`src/rtl/serial_in_pkg.sv`:
```
// Shared definitions for the serial input conditioning stage and the
// bit-sequence detectors: state encoding and default qualification length.
package serial_in_pkg;

   typedef enum logic [1:0] {
      LOW    = 2'b00,
      CHK_HI = 2'b01,
      HIGH   = 2'b10,
      CHK_LO = 2'b11
   } state_t;

   localparam int DEF_STABLE_CNT = 4;
   localparam int DEF_CNT_W      = 4;

   function automatic logic is_chk(input state_t st);
      return (st == CHK_HI) || (st == CHK_LO);
   endfunction

endpackage

```
`src/rtl/sync_2ff.sv`:
```
// Two-flop synchronizer for a single asynchronous bit, cleared to 0 by the
// active-low asynchronous reset.
module sync_2ff (
   input  logic clk,
   input  logic rst,
   input  logic d,
   output logic q
);

   logic s1;

   always_ff @(posedge clk or negedge rst) begin
      if (!rst) begin
         s1 <= 1'b0;
         q  <= 1'b0;
      end else begin
         s1 <= d;
         q  <= s1;
      end
   end

endmodule

```
`src/rtl/serial_in_debounce.sv`:
```
// Synchronizes and debounces a raw serial input into a clean level x_out.
// Optional edge strobes x_rise/x_fall are built when DEBOUNCE_EDGE_EN is defined.
module serial_in_debounce
   import serial_in_pkg::*;
#(
   parameter int STABLE_CNT = DEF_STABLE_CNT,
   parameter int CNT_W      = DEF_CNT_W
) (
   input  logic clk,
   input  logic rst,
   input  logic x_raw,
   output logic x_out,
   output logic busy,
   output logic x_rise,
   output logic x_fall
);

   localparam logic [CNT_W-1:0] CNT_LAST = CNT_W'(STABLE_CNT - 1);

   logic             s;
   state_t           state, state_nxt;
   logic [CNT_W-1:0] cnt, cnt_nxt;
   logic             x_nxt;

   sync_2ff u_sync (
      .clk (clk),
      .rst (rst),
      .d   (x_raw),
      .q   (s)
   );

   always_ff @(posedge clk or negedge rst) begin
      if (!rst) begin
         state <= LOW;
         cnt   <= '0;
         x_out <= 1'b0;
         busy  <= 1'b0;
      end else begin
         state <= state_nxt;
         cnt   <= cnt_nxt;
         x_out <= x_nxt;
         busy  <= is_chk(state_nxt);
      end
   end

   // cnt defaults to 0 so it is held clear in stable states and restarts on a bounce.
   always_comb begin
      state_nxt = state;
      cnt_nxt   = '0;
      x_nxt     = x_out;
      case (state)
         LOW: begin
            x_nxt = 1'b0;
            if (s) state_nxt = CHK_HI;
         end
         CHK_HI: begin
            if (!s) begin
               state_nxt = LOW;
            end else if (cnt == CNT_LAST) begin
               state_nxt = HIGH;
               x_nxt     = 1'b1;
            end else begin
               cnt_nxt = cnt + CNT_W'(1);
            end
         end
         HIGH: begin
            x_nxt = 1'b1;
            if (!s) state_nxt = CHK_LO;
         end
         CHK_LO: begin
            if (s) begin
               state_nxt = HIGH;
            end else if (cnt == CNT_LAST) begin
               state_nxt = LOW;
               x_nxt     = 1'b0;
            end else begin
               cnt_nxt = cnt + CNT_W'(1);
            end
         end
         default: begin
            state_nxt = LOW;
            x_nxt     = 1'b0;
         end
      endcase
   end

`ifdef DEBOUNCE_EDGE_EN
   // Strobes register alongside x_out, so they coincide with its change.
   always_ff @(posedge clk or negedge rst) begin
      if (!rst) begin
         x_rise <= 1'b0;
         x_fall <= 1'b0;
      end else begin
         x_rise <= x_nxt & ~x_out;
         x_fall <= ~x_nxt & x_out;
      end
   end
`else
   assign x_rise = 1'b0;
   assign x_fall = 1'b0;
`endif

endmodule

```
`config.mk`:
```
export PLATFORM = sky130hd
export DESIGN_NAME = serial_in_debounce
export DESIGN_NICKNAME = d
export VERILOG_FILES = /design/src/rtl/serial_in_pkg.sv /design/src/rtl/sync_2ff.sv /design/src/rtl/serial_in_debounce.sv
export SDC_FILE = /design/constraint.sdc
export NUM_CORES = 1
export LEC_CHECK = 0
export CORE_MARGIN = 1.5
export CORE_UTILIZATION = 40
export DETAILED_ROUTE_END_ITERATION = 12
export GPL_TIMING_DRIVEN = 1
export PLACE_DENSITY = 0.73
export SETUP_SLACK_MARGIN = 0.1
export SYNTH_ARGS = -nofsm -noshare
export SYNTH_HDL_FRONTEND = slang
export SYNTH_SLANG_ARGS = --single-unit
```
`constraint.sdc`:
```
create_clock -name clk -period 3.1 [get_ports clk]
set_input_delay 0.62 -clock clk [delete_from_list [all_inputs] [get_ports clk]]
set_output_delay 0.62 -clock clk [all_outputs]
set_load 0.01 [all_outputs]
```
### After elaboration in Yosys (flattened, before gate mapping)

Cells that the tools add are included.

| storage, ports and cells | value |
|---|---|
| flip-flop bits (word level) | 10 |
| word-level logic and storage cells | 36 |
| input bits | 3 |
| output and inout port bits | 4 |

| operators by class | value |
|---|---|
| add/sub/neg operators | 1 |
| reduce and logical (&&, ||, !) cells | 3 |
| equal/unequal tests | 10 |
| muxes and demuxes | 16 |

Operator list:

| cell | number |
|---|---|
| $mux W2 | 6 |
| $mux W4 | 3 |
| $pmux W2 S4 | 1 |
| $pmux W4 S2 | 1 |
| $eq A2 B2 Y1 const B | 3 |
| $ne A2 B2 Y1 const B | 3 |
| $add A4 B1 Y4 const B | 1 |
| $eq A2 B1 Y1 const B | 2 |
| $eq A4 B2 Y1 const B | 1 |
| $mux W1 | 4 |
| $pmux W1 S4 | 1 |
| $reduce_and A4 Y1 | 1 |
| $logic_not A2 Y1 | 1 |
| $ne A2 B1 Y1 const B | 1 |
| $logic_or A1 B1 Y1 | 1 |

### Logic depth before layout (Yosys ltp)

| depth | value |
|---|---|
| depth in word-level cells | 6 |
| depth in mapped cells | 5 |
| depth with buffers taken out | 5 |

### Hierarchy

Synthesis repeated with hierarchy kept, for this count alone.

| second synthesis, totals | value |
|---|---|
| cell total of the unflattened synthesis | 51 |
| area, all modules | 541.8 µm² |

By module, submodules not included:

| module | cells an instance | area each (µm²) | instances |
|---|---|---|---|
| serial_in_debounce | 49 | 491.7 | 1 |
| sync_2ff | 2 | 50.0 | 1 |

### Least setup slack after synthesis

Ideal clock, no wire load.

| timing | value |
|---|---|
| path type | register -> register |
| from | reg state[1] |
| to | reg x_out |
| arrival | 1.349 ns |
| slack | 1.625 ns |
| path buffers | 0 |
| required time | 2.975 ns |
| stages on the path, launching flop included | 6 |
| setup time | 0.125 ns |
| period minus slack after synthesis | 1.475 ns |
| path through | dfrtp_1 inv_1 ha_1 or4b_1 mux2i_1 nor3_1 |

| between the ends | value |
|---|---|
| elaborated cells on any way between the ends | 10 |
| classes of those cells | eq/ne: 7; mux: 1; reduce/logical: 2 |

RTL lines:

| element | RTL line | RTL |
|---|---|---|
| from (decl) | serial_in_debounce.sv:21 | `state_t state, state_nxt;` |
| from (signal assigned) | serial_in_debounce.sv:39 | `state <= state_nxt;` |
| $eq A2 B2 Y1, or another cell as far along | serial_in_debounce.sv:51 | `case (state)` |
| $pmux W1 S4 * | serial_in_debounce.sv:51 |  |
| net x_nxt | serial_in_debounce.sv:23 | `logic x_nxt;` |
| to (signal assigned) | serial_in_debounce.sv:41 | `x_out <= x_nxt;` |
| to (decl) | serial_in_debounce.sv:12 | `output logic x_out,` |

Mark *: on every way through the listed nets, which the timed path passes. The rest lies on a longest branch.
A chain may end at the register's enable or synchronous reset.

### Worst setup path after layout

| timing | value |
|---|---|
| from | reg x_out |
| to | out x_out |

No word-level cell between the ends.

==> qor.txt <==
reg-to-reg critical path startpoint -> state[1]
hold crit path type -> register to register
Power Density -> 707 mW/mm²
outcome -> complete, no violations
Yosys reg bits -> 10
clk_lat worst skew -> 0.26 ns
Leak -> 0.282 nW
H-tree levels -> 1
Total Routing Usage GR -> 0.135
Final nets -> 66
die width -> 39.8 µm
residual DRC count -> 0
Slew Limit Fails -> 0
post-CTS setup buffers -> 0
GR Overflow Total -> 0
Clock Sinks -> 10
Critical-path top delay cell -> clkdlybuf4s50_1
CP endpoint kind -> primary output
max-cap check violation count -> 0
first-pass GRT wire length -> 1330 µm
Syn Area/Cell -> 10.6 µm²
Worst EP arrival -> 1.17 ns
Die Area -> 0.00158 mm²
post-DR vias/cell -> 5.08
Ys Warns -> 0
R2R Setup Slk -> 1.54 ns
Async SR Flop Fraction -> 1.00
Pre-antenna DRT Iters -> 2
Peak VDD IR -> 268 µV
Area contributors post-synth -> dfrtp_1, ha_1, mux2i_1
Max Clock Freq -> 0.560 GHz
crit path launch -> x_out
core area -> 0.00128 mm²
CP Max Fanout -> 3
area leader, netlist -> dfrtp_1
Root Driver -> clkbuf_4
Critical Path Stages -> 1
count leader, synth -> dfrtp_1
setup ws final -> 1.31 ns
dpl ws -> 1.55 ns
Area Overhead vs Synth -> 14.1%
Port Buffer Count -> 4
num ports -> 7
initial antenna violation count -> 0
ant diodes -> 0
CTS Buf Count -> 3
Final Wtd Congestion -> 0.735
hold_buf cts -> 0
cells along the critical path -> clkdlybuf4s50_1
WP buf/inv -> 1
Iter 0 DRT Violations -> 1
Mapped Cells -> 51
final instance count without filler cells -> 72
largest net degree at the start of global routing -> 11
layout cells sized above 1 -> 0.0877
placed cells -> 68
mean routed wirelength per cell -> 11.1 µm
distinct cell type count after synthesis -> 23
CTS tree -> yes
starting density of the core -> 0.422
area of the mapped netlist -> 542 µm²
post-synthesis sequential area ratio -> 0.462
Setup violations, final -> 0
Setup TNS -> 0 ns
Critical path destination -> x_out
fin crit period -> 1.79 ns
Worst path top cell family by delay -> buffers and inverters
Reg2Reg Depth -> 5
DR vias -> 366
slowest stage delay, CP -> 0.54 ns
fillcell total -> 126
CTS resizes -> 0
Synth top area share -> 0.462
total wire length -> 798 µm
required time worst endpoint -> 2.48 ns
multi-input logic area -> 265 µm²
Primary FF master, synth -> dfrtp_1
Worst-path clk slew -> 0.06 ns
Reg2Reg Capture Point -> x_out
number of synthesized flops with an enable pin -> 0
Final ANT Viol Nets -> 0
crit path launch type -> register
RSZ-0062 raised after global routing -> false
hpwl dp -> 634 µm
commonest cells in the netlist -> dfrtp_1, nor2_1, ha_1
Final Skew -> 0.000484 ns
Clock Path Buffers -> 2
Tcrit/Tclk final -> 0.576
Die Y -> 39.8 µm
Hold Vio Cnt, Final -> 0
vias in the first global route -> 345
Seq. cell area -> 250 µm²
crit path kind -> register to primary output
# rows -> 13
## worst min-delay path by stage
stage | start | slack [ns] | end | cells after the start
global route | u_sync.s1 | 0.36 | u_sync.q | 0
CTS | u_sync.s1 | 0.35 | u_sync.q | 0
floorplan | rst | 0.32 | busy | 0
detailed placement | u_sync.s1 | 0.34 | u_sync.q | 0
finish | u_sync.s1 | 0.35 | u_sync.q | 0
global placement | u_sync.s1 | 0.33 | u_sync.q | 0
## final cells by class
type | count | share of cell area
multi-input combinational | 37 | 0.429
inverter | 2 | 0.0121
sequential | 10 | 0.405
tap | 15 | 0.0304
timing repair buffer | 4 | 0.0648
clock buffer | 4 | 0.0587
## sequential cells by signal (all words and copies together) (netlist names)
| signal | flops |
|---|---|
| u_sync.q | 1 |
| busy | 1 |
| x_out | 1 |
| u_sync.s1 | 1 |
| state | 2 |
| cnt | 4 |
## cell families after synthesis
| kind of cell | after synthesis | share of synthesized area |
|---|---|---|
| AND/OR/NAND/NOR | 17 | 0.164 |
| flip-flops | 10 | 0.462 |
| AO/OA/AOI/OAI | 8 | 0.109 |
| adder cells (fa/ha/maj) | 5 | 0.115 |
| buffers and inverters | 5 | 0.0554 |
| multiplexers | 3 | 0.0554 |
| XOR/XNOR | 2 | 0.0323 |
| other | 1 | 0.00692 |
## layer usage
metal | up-vias | global-route usage | share of wire
li1 | 185 | - | -
met1 | 175 | 0.129 | 0.44
met2 | 4 | 0.242 | 0.51
met3 | 2 | 0.0170 | 0.021
met4 | 0 | 0.129 | 0.021
met5 | - | 0 | 0
## metrics by stage
| step | util | instance area (µm²) | total power, mW | hold WS, ns |
|---|---|---|---|---|
| after detailed placement | 0.453 | 582 | 0.328 | 0.337 |
| after CTS | 0.481 | 618 | 0.447 | 0.351 |
| final | 0.481 | 618 | 0.437 | 0.349 |
| after floorplan | - | 546 | 0.278 | 0.324 |
| after global routing | 0.481 | 618 | 0.472 | 0.357 |
| after global placement | 0.453 | 582 | 0.324 | 0.333 |
## power by group
part | switching [mW] | internal [mW]
combinational | 0.0729 | 0.0724
clock | 0.0420 | 0.0712
sequential | 0.0202 | 0.158
total | 0.135 | 0.302
## worst reg2reg max path, stage by stage, from the launching register on
cell,delay (ns)
dfrtp_1,0.41
inv_1,0.09
ha_1,0.29
or4b_1,0.46
mux2i_1,0.14
nor3_1,0.05
## layout by cell type (no fill, tap or decap)
master           instances
nor3b_1                  1
or3b_1                   1
clkdlybuf4s50_1          4
nand2_1                  1
conb_1                   2
nor3_1                   3
a22oi_1                  2
a22o_1                   1
nand3_1                  1
a21oi_1                  1
ha_1                     5
dfrtp_1                 10
mux2i_1                  3
xnor2_1                  1
nor2_1                   7
o311ai_0                 1
or4b_1                   1
clkbuf_4                 3
clkbuf_8                 1
inv_1                    2
a21boi_2                 1
nor2b_1                  1
xor2_1                   1
o21ai_0                  2
or2_1                    1
No activity file was read; power rests on OpenSTA's default activity.
